**src/rtl/bit_packer.sv**
```systemverilog
// Serial-to-parallel packer: one bit per cycle into an indexed word slot,
// completed words held in a one-entry output register with a running sum.
module bit_packer #(
  parameter int WIDTH     = 8,
  parameter bit MSB_FIRST = 1'b0
) (
  input  logic                       clk,
  input  logic                       rst,
  input  logic                       in_valid,
  input  logic                       in_bit,
  input  logic                       in_last,
  output logic                       in_ready,
  output logic                       out_valid,
  output logic [WIDTH-1:0]           out_data,
  output logic [$clog2(WIDTH+1)-1:0] out_nbits,
  input  logic                       out_ready,
  output logic [WIDTH-1:0]           sum
);

  localparam int IW = $clog2(WIDTH);
  localparam int NW = $clog2(WIDTH + 1);

  logic [WIDTH-1:0] asm_word;
  logic [WIDTH-1:0] merged;
  logic [IW-1:0]    idx;
  logic [IW-1:0]    pos;
  logic [NW-1:0]    nbits;
  logic             done;
  logic             accept;
  logic             fire;

  // Stall only a completing bit, and only while the held word is blocked.
  always_comb begin
    done     = (idx == IW'(WIDTH - 1)) || in_last;
    in_ready = !(out_valid && !out_ready && done);
    accept   = in_valid && in_ready;
    fire     = out_valid && out_ready;
    pos      = MSB_FIRST ? (IW'(WIDTH - 1) - idx) : idx;
    merged   = asm_word;
    merged[pos] = in_bit;
    nbits    = NW'(idx) + NW'(1);
  end

  always_ff @(posedge clk) begin
    if (rst) begin
      asm_word  <= '0;
      idx       <= '0;
      out_valid <= 1'b0;
      out_data  <= '0;
      out_nbits <= '0;
      sum       <= '0;
    end else begin
      if (fire) begin
        sum       <= sum + out_data;
        out_valid <= 1'b0;
      end
      if (accept) begin
        if (done) begin
          out_data  <= merged;
          out_nbits <= nbits;
          out_valid <= 1'b1;
          asm_word  <= '0;
          idx       <= '0;
        end else begin
          asm_word  <= merged;
          idx       <= idx + IW'(1);
        end
      end
    end
  end

endmodule

```
**config.mk**
```make
export PLATFORM = sky130hd
export DESIGN_NAME = bit_packer
export DESIGN_NICKNAME = d
export VERILOG_FILES = /design/src/rtl/bit_packer.sv
export SDC_FILE = /design/constraint.sdc
export NUM_CORES = 1
export LEC_CHECK = 0
export CORE_ASPECT_RATIO = 0.8
export CORE_MARGIN = 4
export CORE_UTILIZATION = 55
export CTS_BUF_LIST = sky130_fd_sc_hd__clkbuf_4 sky130_fd_sc_hd__clkbuf_8
export DETAILED_ROUTE_END_ITERATION = 16
export PLACE_DENSITY = 0.8
export SKIP_LAST_GASP = 1
export SYNTH_ARGS = -nofsm -noshare
export SYNTH_HDL_FRONTEND = slang
export SYNTH_SLANG_ARGS = --single-unit
```
**constraint.sdc**
```tcl
create_clock -name clk -period 2.2 [get_ports clk]
set_input_delay 0.55 -clock clk [delete_from_list [all_inputs] [get_ports clk]]
set_output_delay 0.55 -clock clk [all_outputs]
set_load 0.02 [all_outputs]
```
Yosys cells after proc, flatten, opt, wreduce, memory -nomap -nowiden

Cells that the tools add are included.
Widths: inputs -> output; s select.

Bits in latches: 0
ROM bits: 0
Memories: 0
Output and inout bits: 22
Memory bits (writable): 0
Word-level logic and storage cells: 29
Bits in registers: 32
Bits of input ports: 6

$mul: 0
Add/subtract/negate cells: 3
Div/mod/pow operators: 0
Reduce and logical (&&, ||, !) cells: 9
Muxes and demuxes: 8
Bitwise logic cells: 0
Magnitude comparators: 2
Eq/ne operators: 1
Shifts and indexed selects: 0

Operators with widths:

| operator            | number |
|---|---|
| $add 8x8->8         | 1 |
| $bwmux 8            | 1 |
| $mux 8              | 1 |
| $logic_and 1x1->1   | 5 |
| $add 3x1->4 const B | 1 |
| $lt 3x4->1 const B  | 1 |
| $mux 1              | 4 |
| $add 3x1->3 const B | 1 |
| $demux 1 s3         | 1 |
| $eq 3x3->1 const B  | 1 |
| $ge 3x1->1 const B  | 1 |
| $mux 3              | 1 |
| $logic_not 1->1     | 2 |
| $reduce_and 2->1    | 1 |
| $logic_or 1x1->1    | 1 |

Logic depth before layout (Yosys ltp)

Gate-level depths: netlist of the first run.

Depth in word-level cells: 6
Depth in mapped cells: 8
Gate-level depth less buffers: 8

Worst setup path after synthesis of the first run

OpenSTA, ideal clock, no wires.

Kind: register -> register
Start point: reg sum[0]
End point: reg sum[6]
Path slack: 0.253 ns
Path buffers: 0
Library setup time: 0.062 ns
Stages on the path, launching flop included: 9
Data required time: 2.138 ns
Arrival: 1.884 ns
Period minus slack after synthesis: 1.947 ns
Cell sequence: dfxtp_1 ha_1 inv_1 fa_1 nor2b_4 o21a_2 o21bai_1 a2111o_1 nand3_1

Cells in the longest elaborated chain, start to end: 1

RTL lines:

| item                     | line | source |
|---|---|---|
| start: declaration       | 17   | `output logic [WIDTH-1:0] sum` |
| start signal: assignment | 54   | `sum <= sum + out_data;` |
| $add 8x8->8              | 54   |  |

No other way between the ends.
A chain may end at the register's enable or synchronous reset.

Worst setup path in the final report of the first run

Start point: in out_ready
End point: out in_ready

Cells in the longest elaborated chain, start to end: 4

RTL lines:

| item                            | line | source |
|---|---|---|
| start: declaration              | 16   | `input logic out_ready,` |
| $logic_not 1->1                 | 35   | `in_ready = !(out_valid && !out_ready && done);` |
| $logic_and 1x1->1 (2 in series) | 35   |  |
| $logic_not 1->1                 | 35   |  |
| end: declaration                | 12   | `output logic in_ready,` |

No other way between the ends.

==> results.sh, run 1 <==
export IMPL_start_util_pct=59.74
export IMPL_antenna_found_initial=0
export IMPL_ys_seq_elements=32
export IMPL_track_usage_pct=20.90
export IMPL_switching_share_pct=23.76
export IMPL_min_delay_path_depth=2
export IMPL_hold_violations=0
export IMPL_slew_headroom_pct=77.77
export IMPL_cp_max_fo=2
export IMPL_port_buffers=27
export IMPL_grt_max_degree=17
export IMPL_fp_row_count=17
export IMPL_wl_um=3919
export IMPL_drt_vias_per_instance=5.707
export IMPL_die_h_um=57.95
export IMPL_fmax_ghz=0.4776
export IMPL_hpwl_um=2935
export IMPL_p_sw_mw=0.3186
export IMPL_synth_top_cell_by_area="dfxtp_1"
export IMPL_cts_made_buffers=5
export IMPL_setup_viol=0
export IMPL_critPathCaptureType="output port"
export IMPL_ys_dominant_reg_cell="dfxtp_1"
export IMPL_place_ws_ns=-0.2736
export IMPL_crit_type="in2out"
export IMPL_yosysSeqAreaShare_pct=37.35
export IMPL_core_region_area_um2=2872
export IMPL_power_density_nw_per_um2=611.0
export IMPL_clock_path_buffers=2
export IMPL_syn_area_per_cell_um2=8.797
export IMPL_overflow=0
export IMPL_finalInstanceArea_um2=2195
export IMPL_start_kind="primary input"
export IMPL_cellInternalPower_mw=1.022
export IMPL_cap_viol_max_count=0
export IMPL_dp_cells=262
export IMPL_drive_gt1_share_pct=17.67
export IMPL_holdWs_ns=0.4592
export IMPL_seqPwrFrac_pct=45.5
export IMPL_async_flop_share_pct=0
export IMPL_worstRegToRegCells=8
export IMPL_tritoncts="done"
export IMPL_fin_setup_tns_ns=0
export IMPL_status="finished, final reports clean"
export IMPL_cts_sinks=32
export IMPL_fin_cells=270
export IMPL_n_antenna_cell=0
export IMPL_drt_initial_drc_count=104
export IMPL_grt_pass1_vias=1590
export IMPL_fin_ws_ns=0.1061
export IMPL_cellLeakagePower_nw=0.8669
export IMPL_post_dp_cell_area_um2=2088
export IMPL_finalMaxSlewViolations=0
export IMPL_ctsRootBufferMaster="clkbuf_8"
export IMPL_required_ns=1.65
export IMPL_die_w_um=70.44
export IMPL_fin_crit_sh_pct=95.18
export IMPL_syn_cell_area_um2=1715
export IMPL_synth_cells=195
export IMPL_cp_arrival_ns=1.54
export IMPL_combinationalPowerShare_pct=13.2
export IMPL_synthTopCellsByArea="dfxtp_1, a211oi_2, nor2_1"
export IMPL_fin_util_pct=76.43
export IMPL_drc=0
export IMPL_yosysUniqueCellTypes=46
export IMPL_postRouteAntennaNets=0
export IMPL_post_cts_buffers=0
export IMPL_synth_edf_count=0
export IMPL_area_growth_pct=27.94
export IMPL_clock_latency_ns=0.27
export IMPL_hold_path_class="reg2reg"
export IMPL_dr_pass1_iters=4
export IMPL_dieArea_um2=4082
export IMPL_power_frac_clock_pct=41.3
export IMPL_worst_pin_slew_ns=0.3241
export IMPL_synthesis_nets=211
export IMPL_final_cell_mix="nor2_1, dfxtp_1, clkdlybuf4s50_1"
export IMPL_nets=247
export IMPL_synth_top_area_share_pct=37.35
export IMPL_irDropWorstVdd_mv=0.6178
export IMPL_wl_per_cell_um=14.51
export IMPL_ios=28
export IMPL_p_total_mw=1.341
export IMPL_rsz0062_at_grt="false"
export IMPL_ys_warn_count=0
export IMPL_via_count=1541
export IMPL_period_needed_ns=2.094
export IMPL_path_clk_slew_ns=0.07
export IMPL_h_tree_depth=2
export IMPL_grt_pass1_wl_um=6975
export IMPL_gp_congestion=0.7721
export IMPL_skew_ns=0.004364
## registers in the layout, indices dropped and copies added (netlist names)
register   flops
idx            3
out_valid      1
sum            8
out_nbits      4
asm_word       8
out_data       8
## power by group through the flow
stage	Clock, mW	Sequential, mW	Combinational, mW
2_1_floorplan	0	0.637	0.0887
3_3_place_gp	0	0.622	0.169
3_5_place_dp	0	0.623	0.175
4_1_cts	0.566	0.610	0.177
5_1_grt	0.590	0.613	0.192
6_report	0.554	0.610	0.176
## layout make-up
class	instances	area, um^2
Timing Repair Buffer	40	375.4
Clock inverter	2	35.03
Clock buffer	6	76.32
Multi-Input combinational cell	147	1001
Inverter	5	18.77
Tap cell	38	47.55
Fill cell	201	676.9
Sequential cell	32	640.6
## cells in the mapped netlist, drive strengths merged, types with 2 or more instances
cell     n
nor2    34
dfxtp   32
a21oi   19
nand2   15
a211oi  10
ha       9
mux2i    9
buf      7
nand3    7
inv      5
nor3     5
clkbuf   4
nor3b    4
a21o     3
nand3b   3
a32oi    2
and2     2
nand2b   2
nor2b    2
o21a     2
o21ai    2
o21bai   2
or2      2
## per-layer routing
layer,part of all wire (%),GRT usage [%]
met5,0,0
met4,1.6,6.011
met3,5.4,6.066
met2,49,38.00
met1,44,23.94
## kinds of logic (layout without fill, tap and decap cells)
group                      Yosys count  count (layout)  share of synthesized area (%)
buffers and inverters               16              53                          4.303
AOI/OAI and AO/OA                   47              47                          21.08
DFF                                 32              32                          37.34
adders and majority gates           10              10                          7.732
muxes                                9               9                          5.252
and+or+nand+nor                     81              81                          24.29
## timing repair
item	CTS	global route
hold buffers	0	0
endpoints found under the setup margin	1	1
resized for setup	3	1
## worst max-delay path: stages
cell and delay, ns:
clkdlybuf4s50_1 0.41, nand2b_1 0.16, or2_2 0.27, buf_2 0.16
## worst paths after layout
kind | endpoint | startpoint | slack, ns
setup reg to reg | sum[6] | out_data[0] | 0.19
setup / recovery | in_ready | out_ready | 0.11
hold / removal | out_nbits[2] | out_nbits[2] | 0.46
hold reg to reg | out_nbits[2] | out_nbits[2] | 0.46
Power figures use the tool's default switching activity.
==> run 2, diff against run 1 <==
--- a/config.mk
+++ b/config.mk
@@ -12,4 +12,5 @@
 export DETAILED_ROUTE_END_ITERATION = 16
 export PLACE_DENSITY = 0.8
+export SETUP_SLACK_MARGIN = 0.5
 export SKIP_LAST_GASP = 1
 export SYNTH_ARGS = -nofsm -noshare
==> constraint.sdc (replaced) <==
create_clock -name clk -period 2.2 [get_ports clk]
set_input_delay 0.33 -clock clk [delete_from_list [all_inputs] [get_ports clk]]
set_output_delay 0.33 -clock clk [all_outputs]
set_load 0.02 [all_outputs]
==> run 2 against run 1 <==
  * Via count is 3.2% higher
  * Die area stayed put
  * Power decreased by 5.7%
  * Register-to-register slack improved by 0.24 ns
  * Highest routed layer unchanged
  * Flip-flop and latch count unchanged
==> results.sh, run 2 (synthesized netlist as in run 1, its figures left out) <==
export IMPL_fp_row_count=17
export IMPL_worstRegToRegCells=8
export IMPL_fin_cells=273
export IMPL_cellInternalPower_mw=0.9213
export IMPL_fin_setup_tns_ns=0
export IMPL_overflow=0
export IMPL_worst_r2r_endpoint="sum[6]"
export IMPL_p_sw_mw=0.3427
export IMPL_final_common_cell="nor2_1"
export IMPL_grt_pass1_wl_um=6934
export IMPL_dr_pass1_iters=5
export IMPL_hpwl_um=3015
export IMPL_dieArea_um2=4082
export IMPL_cts_made_buffers=5
export IMPL_setup_worst_path_start="sum[0]"
export IMPL_clock_path_buffers=2
export IMPL_cellLeakagePower_nw=0.9381
export IMPL_wl_um=4678
export IMPL_fill_cells=178
export IMPL_post_dp_cell_area_um2=2056
export IMPL_grt_max_degree=25
export IMPL_finalInstanceArea_um2=2300
export IMPL_antenna_found_initial=0
export IMPL_period_needed_ns=1.769
export IMPL_final_cell_mix="nor2_1, dfxtp_1, clkdlybuf4s50_1"
export IMPL_cp_arrival_ns=2.01
export IMPL_drt_initial_drc_count=91
export IMPL_dp_cells=256
export IMPL_hold_path_class="reg2reg"
export IMPL_fmax_ghz=0.5652
export IMPL_p_total_mw=1.264
export IMPL_r2r_setup_slack_ns=0.43
export IMPL_cp_endpoint="sum[6]"
export IMPL_start_kind="flip-flop"
export IMPL_power_density_nw_per_um2=549.6
export IMPL_cts_sinks=32
export IMPL_power_frac_clock_pct=36.8
export IMPL_critPathCaptureType="flip-flop"
export IMPL_die_h_um=57.95
export IMPL_switching_share_pct=27.11
export IMPL_gp_congestion=0.8074
export IMPL_seqPwrFrac_pct=48.4
export IMPL_start_util_pct=59.74
export IMPL_setup_viol=0
export IMPL_finalMaxSlewViolations=0
export IMPL_ios=28
export IMPL_tritoncts="done"
export IMPL_postRouteAntennaNets=0
export IMPL_irDropWorstVdd_mv=0.4916
export IMPL_combinationalPowerShare_pct=14.8
export IMPL_rr_startpoint="sum[0]"
export IMPL_area_growth_pct=34.06
export IMPL_die_w_um=70.44
export IMPL_slew_headroom_pct=71.61
export IMPL_path_clk_slew_ns=0.07
export IMPL_cap_viol_max_count=0
export IMPL_cp_max_fo=2
export IMPL_top_regs="asm_word: 8 flops, out_data: 8 flops, sum: 8 flops"
export IMPL_status="finished, final reports clean"
export IMPL_core_region_area_um2=2872
export IMPL_fin_crit_sh_pct=80.43
export IMPL_grt_pass1_vias=1534
export IMPL_skew_ns=0.005769
export IMPL_rsz0062_at_grt="true"
export IMPL_crit_type="reg2reg"
export IMPL_drc=0
export IMPL_ctsRootBufferMaster="clkbuf_8"
export IMPL_drive_gt1_share_pct=24.68
export IMPL_worst_pin_slew_ns=0.4245
export IMPL_via_count=1591
export IMPL_clock_latency_ns=0.30
export IMPL_wl_per_cell_um=17.14
export IMPL_n_antenna_cell=0
export IMPL_required_ns=2.44
export IMPL_track_usage_pct=21.93
export IMPL_h_tree_depth=2
export IMPL_port_buffers=27
export IMPL_nets=250
export IMPL_drt_vias_per_instance=5.828
export IMPL_hold_violations=0
run 2: cell types whose count changed in the layout (fill, tap and decap cells not counted), moves of 4 or more:
cell | previous run | this run
clkdlybuf4s50_1 | 26 | 22
dfxtp_1 | 32 | 25
dfxtp_2 | 0 | 4
dlymetal6s2s_1 | 0 | 4
ha_1 | 9 | 4
ha_4 | 0 | 5
run 2: how the worst min path moves through the flow:
stage / from / to / slack (ns) / cells after the start
after floorplan: asm_word[4] / asm_word[4] / 0.45 / 2
after global placement: out_nbits[1] / out_nbits[1] / 0.45 / 2
after detailed placement: out_nbits[3] / out_nbits[3] / 0.47 / 2
after CTS: out_nbits[3] / out_nbits[3] / 0.48 / 2
after global routing: out_nbits[1] / out_nbits[1] / 0.49 / 2
final: out_nbits[1] / out_nbits[1] / 0.47 / 2
run 2: cell type report:
type	count	area (um^2)	share of cell area (%)
clock buffers	7	83.83	3.645
clock inverters	1	3.754	0.1632
well taps	38	47.55	2.067
multi-input cells	147	1076	46.79
repair buffers	43	412.9	17.95
flip-flops and latches	32	656.9	28.56
inverters	5	18.77	0.8161
run 2: repair_timing:
item	in CTS	in global routing
endpoints found under the setup margin	15	19
buffers inserted	7	2
hold buffers	0	0
pin swaps	5	5
gates resized for setup	13	14
run 2: worst max-delay path, cell delays in order, from the launching register on:
cell and delay, ns:
dfxtp_4 0.37, ha_4 0.14, inv_2 0.04, fa_2 0.36
nor2b_4 0.14, o21a_2 0.15, o21bai_1 0.08, a2111o_1 0.36
nand3_1 0.08
run 2: through the flow:
step / worst slack, ns / utilization (%) / hold slack, ns
2_1_floorplan: 0.4845 / - / 0.4538
3_3_place_gp: 0.1164 / 71.59 / 0.4458
3_5_place_dp: 0.1126 / 71.59 / 0.4680
4_1_cts: 0.4196 / 77.17 / 0.4770
5_1_grt: 0.3778 / 80.09 / 0.4940
6_report: 0.4306 / 80.09 / 0.4690
run 2: power groups by stage:
| stage | registers, mW | logic, mW | clock network, mW |
|---|---|---|---|
| 2_1_floorplan | 0.636 | 0.0892 | 0 |
| 3_3_place_gp | 0.622 | 0.161 | 0 |
| 3_5_place_dp | 0.623 | 0.167 | 0 |
| 4_1_cts | 0.610 | 0.173 | 0.467 |
| 5_1_grt | 0.613 | 0.202 | 0.492 |
| 6_report | 0.612 | 0.187 | 0.465 |
run 2: metal layers:
metal | track usage (%) | routed length [um]
met2 | 36.80 | 2331
met4 | 11.75 | 89
met1 | 25.77 | 1918
met5 | 0 | 0
met3 | 5.893 | 338
